[src/rtl/mem_port_arbiter.sv]
// mem_port_arbiter: shares one in-order memory port between fetch and LSU; optional MEM_ARB_STARVE_GUARD_EN bounds fetch starvation
module mem_port_arbiter #(
  parameter int MAX_OUTSTANDING = 4,
  parameter int OUT_WIDTH = 3,
  parameter int STARVE_LIMIT = 8
) (
  input  logic clk,
  input  logic rst,
  input  logic inst_addr_valid,
  output logic inst_addr_ready,
  input  logic [31:0] inst_addr,
  output logic inst_line_valid,
  input  logic inst_line_ready,
  output logic [31:0] inst_line,
  input  logic data_req_valid,
  output logic data_req_ready,
  input  logic [31:0] data_req_addr,
  input  logic data_req_wr,
  input  logic [31:0] data_req_wdata,
  input  logic [3:0] data_req_wstrb,
  output logic data_resp_valid,
  input  logic data_resp_ready,
  output logic [31:0] data_resp_rdata,
  output logic mem_req_valid,
  input  logic mem_req_ready,
  output logic [31:0] mem_req_addr,
  output logic mem_req_wr,
  output logic [31:0] mem_req_wdata,
  output logic [3:0] mem_req_wstrb,
  input  logic mem_resp_valid,
  output logic mem_resp_ready,
  input  logic [31:0] mem_resp_data,
  output logic [OUT_WIDTH-1:0] outstanding
);
  localparam int PW = MAX_OUTSTANDING > 1 ? $clog2(MAX_OUTSTANDING) : 1;
  if (MAX_OUTSTANDING < 1 || 2 ** OUT_WIDTH <= MAX_OUTSTANDING || STARVE_LIMIT < 1) begin : g_bad_cfg
    $error("mem_port_arbiter: invalid parameters");
  end
  typedef enum logic [1:0] {IDLE, LOCK_I, LOCK_D} state_t;
  state_t state_q, state_d;
  logic [MAX_OUTSTANDING-1:0] tag_q, tag_d;
  logic [PW-1:0] wr_q, wr_d, rd_q, rd_d;
  logic [OUT_WIDTH-1:0] cnt_q, cnt_d;
  logic can_issue, active, sel_d, push, pop, empty, head, force_i;
  function automatic logic [PW-1:0] nxt(input logic [PW-1:0] p);
    return p == PW'(MAX_OUTSTANDING - 1) ? '0 : p + 1'b1;
  endfunction
`ifdef MEM_ARB_STARVE_GUARD_EN
  localparam int SW = $clog2(STARVE_LIMIT + 1);
  logic [SW-1:0] starve_q, starve_d;
  assign force_i = inst_addr_valid && starve_q == SW'(STARVE_LIMIT);
  // count cycles fetch loses an unlocked grant to data; cleared by any fetch issue
  always_comb begin
    starve_d = starve_q;
    if (push && !sel_d) starve_d = '0;
    else if (state_q == IDLE && mem_req_valid && sel_d && inst_addr_valid) starve_d = starve_q + 1'b1;
  end
  // starvation counter register
  always_ff @(posedge clk) starve_q <= rst ? '0 : starve_d;
`else
  assign force_i = 1'b0;
`endif
  // grant selection, payload mux, ready paths and response routing
  always_comb begin
    can_issue = cnt_q < OUT_WIDTH'(MAX_OUTSTANDING);
    sel_d = state_q == LOCK_D || (state_q == IDLE && data_req_valid && !force_i);
    active = !rst && (state_q != IDLE || can_issue);
    mem_req_valid = active && (sel_d ? data_req_valid : inst_addr_valid);
    data_req_ready = active && sel_d && mem_req_ready;
    inst_addr_ready = active && !sel_d && mem_req_ready;
    mem_req_addr = sel_d ? data_req_addr : inst_addr;
    mem_req_wr = sel_d && data_req_wr;
    mem_req_wdata = sel_d ? data_req_wdata : '0;
    mem_req_wstrb = sel_d ? data_req_wstrb : '0;
    empty = cnt_q == '0;
    head = tag_q[rd_q];
    inst_line_valid = !rst && !empty && !head && mem_resp_valid;
    data_resp_valid = !rst && !empty && head && mem_resp_valid;
    mem_resp_ready = !rst && !empty && (head ? data_resp_ready : inst_line_ready);
    inst_line = mem_resp_data;
    data_resp_rdata = mem_resp_data;
    outstanding = cnt_q;
    push = mem_req_valid && mem_req_ready;
    pop = mem_resp_valid && mem_resp_ready;
  end
  // lock FSM and order-queue next state
  always_comb begin
    state_d = state_q == IDLE ? (mem_req_valid && !mem_req_ready ? (sel_d ? LOCK_D : LOCK_I) : IDLE)
                              : (push ? IDLE : state_q);
    tag_d = tag_q;
    if (push) tag_d[wr_q] = sel_d;
    wr_d = push ? nxt(wr_q) : wr_q;
    rd_d = pop ? nxt(rd_q) : rd_q;
    cnt_d = cnt_q + OUT_WIDTH'(push) - OUT_WIDTH'(pop);
  end
  // state registers
  always_ff @(posedge clk) begin
    if (rst) begin
      state_q <= IDLE;
      tag_q <= '0;
      wr_q <= '0;
      rd_q <= '0;
      cnt_q <= '0;
    end else begin
      state_q <= state_d;
      tag_q <= tag_d;
      wr_q <= wr_d;
      rd_q <= rd_d;
      cnt_q <= cnt_d;
    end
  end
endmodule

[config.mk]
export PLATFORM = sky130hd
export DESIGN_NAME = mem_port_arbiter
export DESIGN_NICKNAME = d
export VERILOG_FILES = /design/src/rtl/mem_port_arbiter.sv
export SDC_FILE = /design/constraint.sdc
export NUM_CORES = 1
export LEC_CHECK = 0
export BUFFER_PORTS_ARGS = -buffer_cell sky130_fd_sc_hd__buf_2
export CORE_AREA = 2 2 110 112
export DETAILED_ROUTE_END_ITERATION = 6
export DIE_AREA = 0 0 112 114
export GPL_TIMING_DRIVEN = 0
export PLACE_DENSITY_LB_ADDON = 0.2
export SYNTH_ARGS = -nofsm -noshare
export SYNTH_HDL_FRONTEND = slang
export SYNTH_SLANG_ARGS = --single-unit
[constraint.sdc]
create_clock -name clk -period 7.44 [get_ports clk]
set_clock_uncertainty 0.2 [all_clocks]
set_input_delay 1.488 -clock clk [delete_from_list [all_inputs] [get_ports clk]]
set_output_delay 1.488 -clock clk [all_outputs]
set_load 0.02 [all_outputs]
==> reports/results.ini <==
[timing]
timing.final.crit_share=0.6694
tns_ps=0
timing.final.hold_violations=0
post-route-min-period_ps=4980
max_freq_mhz=200.8
slew_viol_final=0
slew_headroom=0.5071
fin_hold_ws_ps=259.5
tightestPinTransition_ps=734.4
setup-violations-final=0
grt_setup_unrepaired=no

[worst_setup_path]
critical_path.startpoint_type=input pin
crit_path_max_fanout=10
rr_worst_depth=11
worst_setup_path_end_kind=output port
critPathArrivalTime_ps=3290
worst-endpoint-required_ps=5750
setup.worst_path.class=input pin to output port

[drt]
first_pass_drt_iterations=4
totalWireLength_mm=9.330
route.vias.total=2637
detail_route.iter0.violations=76
antenna_violation_net_count_after_detailed_routing=0
wl_per_cell_um=13.41
remaining_drc_errors=0
avgViaCountPerCell=3.789

[logic_synthesis]
netlist_instances=296
seq_area_frac_synth=0.1377
netlist_top_cells_area=sky130_fd_sc_hd__buf_4 25%, sky130_fd_sc_hd__nand2_1 20%, sky130_fd_sc_hd__dfxtp_1 14%
synth_area_per_cell_um2=6.383
synth_cell_type_count=29
synth_area_um2=1889
yosys_register_bits=13
synth_area_leader_cell=sky130_fd_sc_hd__buf_4
mappedNetlistNets=445
synthesis.yosys.warnings=0
yosys.area.top_type_share=0.2543

[clock_tree]
post_cts_resized=0
clk_sink_count=13
clk_pin_slew_ps=50
h-tree-depth=1
ctsLongestPathBuffers=2
post_cts_hold_buffer_count=0
clock_latency_ps=250
numCtsBuffers=3
post-cts-setup-buffers=0
cts_tree=yes
clock-root-buffer=sky130_fd_sc_hd__clkbuf_16

[final_layout]
n_antenna_cell=0
sequential_cell_area_um2=260.3
nFillCells=1353
multi_input_comb_area_um2=1066
nNetsFinal=699
area.growth.synth_to_final_pct=79.87
final_cell_count_no_fill=696
final_layout_size_suffix_gt1_frac=0.5847

[pwr]
swShare=0.4789
power.net_switching_mw=0.2736
vdd.ir_drop.worst_mv=0.06541
p_leak_nw=2.097
comb_power_share=0.661
power-per-cell-area_nw_per_um2=168.1
totalPowerFinal_mw=0.5712
internal-power_mw=0.2977
p_clk_frac=0.184
power.sequential.fraction=0.155

[global_route]
grt_antenna_before_repair=0
grt-ovfl-total=0
pin_count_of_the_biggest_net_entering_global_routing=11
grtUsageTotal=0.1279
first_global_vias=2252
grt_pass1_wl_mm=12.72

[die]
floorplan.rows=40
design.die.area_um2=12770
initial_core_util=0.1613
boundaryPins=283
chipHeight_um=114
die_width_um=112
floorplan.core_area_um2=11710

[min_path]
holdCritPathClass=flop to flop
hold_path_depth=2

[place]
gp_congestion=0.7929
dp.cells=692
dp_hpwl_mm=8.294
place.port_buffers=249

[job]
max_cap_violations=0

[run_status]
status=complete, no violations

## per-layer routing
metal / share of wire / vias to the layer above / GRT usage
li1: - / 1362 / -
met1: 0.38 / 1138 / 0.1548
met2: 0.44 / 132 / 0.1968
met4: 0.0044 / 0 / 0.01707
met3: 0.17 / 5 / 0.08289
met5: 0 / - / 0
## stage by stage
step	utilization	cell area [um2]	setup slack [ps]
after floorplan	-	1889	3257
after global placement	0.2834	3319	2362
after detailed placement	0.2834	3319	2358
after CTS	0.2902	3398	2349
after global routing	0.2902	3398	2201
final	0.2902	3398	2460
## cells in the mapped netlist
master / number
sky130_fd_sc_hd__nand2_1: 102
sky130_fd_sc_hd__a31o_1: 2
sky130_fd_sc_hd__mux2i_1: 4
sky130_fd_sc_hd__xor2_1: 1
sky130_fd_sc_hd__o21a_1: 1
sky130_fd_sc_hd__inv_2: 1
sky130_fd_sc_hd__fa_1: 1
sky130_fd_sc_hd__and2_1: 38
sky130_fd_sc_hd__buf_4: 64
sky130_fd_sc_hd__nor3_1: 5
sky130_fd_sc_hd__o21ai_1: 2
sky130_fd_sc_hd__clkbuf_1: 14
sky130_fd_sc_hd__or4_1: 1
sky130_fd_sc_hd__mux4_2: 1
sky130_fd_sc_hd__mux2i_2: 1
sky130_fd_sc_hd__dfxtp_1: 13
sky130_fd_sc_hd__xnor2_1: 1
sky130_fd_sc_hd__a21oi_1: 5
sky130_fd_sc_hd__nand4_1: 6
sky130_fd_sc_hd__ha_1: 7
sky130_fd_sc_hd__nor2_2: 1
sky130_fd_sc_hd__a31oi_1: 2
sky130_fd_sc_hd__mux2_4: 1
sky130_fd_sc_hd__nor2_1: 6
sky130_fd_sc_hd__o21ai_0: 1
sky130_fd_sc_hd__or3b_1: 1
sky130_fd_sc_hd__and3_1: 1
sky130_fd_sc_hd__inv_1: 7
sky130_fd_sc_hd__nor2b_1: 6
## power by group through the flow
stage / Sequential, mW / Combinational, mW / Clock [mW]
after floorplan: 0.0930 / 0.241 / 0
after global placement: 0.0896 / 0.380 / 0
after detailed placement: 0.0898 / 0.381 / 0
after CTS: 0.0884 / 0.383 / 0.106
after global routing: 0.0898 / 0.411 / 0.111
final: 0.0883 / 0.378 / 0.105
## path summary, 6_finish.rpt
| kind | start | end | slack, ps |
|---|---|---|---|
| hold reg to reg | tag_q[2] | tag_q[2] | 260 |
| setup reg to reg | rd_q[0] | outstanding[2] | 4570 |
| hold / removal | tag_q[2] | tag_q[2] | 260 |
| setup / recovery | data_req_valid | mem_req_addr[23] | 2460 |
## cell type report
type	count	area share
buffer	78	0.1568
timing repair buffer	249	0.3667
sequential	13	0.07658
inverter	8	0.008837
tap	147	0.05412
multi-input combinational	197	0.3137
clock buffer	4	0.02320
## critical path, cell delays in order
cell and delay, ps:
sky130_fd_sc_hd__buf_2 130, sky130_fd_sc_hd__nor2_1 80, sky130_fd_sc_hd__nor2_1 480, sky130_fd_sc_hd__clkbuf_1 350, sky130_fd_sc_hd__clkbuf_1 390, sky130_fd_sc_hd__nand2_1 140, sky130_fd_sc_hd__nand2_1 70, sky130_fd_sc_hd__buf_2 160
## state kept, by name, summed over array words and instances, names as in the netlist
name / flops
outstanding: 3
rd_q: 2
state_q: 2
tag_q: 4
wr_q: 2
## cells by family after synthesis
group | share of synthesized area
flops | 0.1377
mux | 0.04834
buf+inv | 0.2980
fa+ha+maj | 0.05695
compound gates | 0.04106
simple gates | 0.4086
xor+xnor | 0.009273
## cell usage in the layout (no fill, tap or decap)
cell / Yosys / routed
sky130_fd_sc_hd__a21oi_1: 5 / 5
sky130_fd_sc_hd__a31o_1: 2 / 2
sky130_fd_sc_hd__a31oi_1: 2 / 2
sky130_fd_sc_hd__and2_1: 38 / 38
sky130_fd_sc_hd__and3_1: 1 / 1
sky130_fd_sc_hd__buf_2: 0 / 249
sky130_fd_sc_hd__buf_4: 64 / 64
sky130_fd_sc_hd__clkbuf_1: 14 / 15
sky130_fd_sc_hd__clkbuf_16: 0 / 3
sky130_fd_sc_hd__dfxtp_1: 13 / 13
sky130_fd_sc_hd__fa_1: 1 / 1
sky130_fd_sc_hd__ha_1: 7 / 7
sky130_fd_sc_hd__inv_1: 7 / 7
sky130_fd_sc_hd__inv_2: 1 / 1
sky130_fd_sc_hd__mux2_4: 1 / 1
sky130_fd_sc_hd__mux2i_1: 4 / 4
sky130_fd_sc_hd__mux2i_2: 1 / 1
sky130_fd_sc_hd__mux4_2: 1 / 1
sky130_fd_sc_hd__nand2_1: 102 / 102
sky130_fd_sc_hd__nand4_1: 6 / 6
sky130_fd_sc_hd__nor2_1: 6 / 6
sky130_fd_sc_hd__nor2_2: 1 / 1
sky130_fd_sc_hd__nor2b_1: 6 / 6
sky130_fd_sc_hd__nor3_1: 5 / 5
sky130_fd_sc_hd__o21a_1: 1 / 1
sky130_fd_sc_hd__o21ai_0: 1 / 1
sky130_fd_sc_hd__o21ai_1: 2 / 2
sky130_fd_sc_hd__or3b_1: 1 / 1
sky130_fd_sc_hd__or4_1: 1 / 1
sky130_fd_sc_hd__xnor2_1: 1 / 1
sky130_fd_sc_hd__xor2_1: 1 / 1
Note: power is estimated with default switching activity, not from simulation.
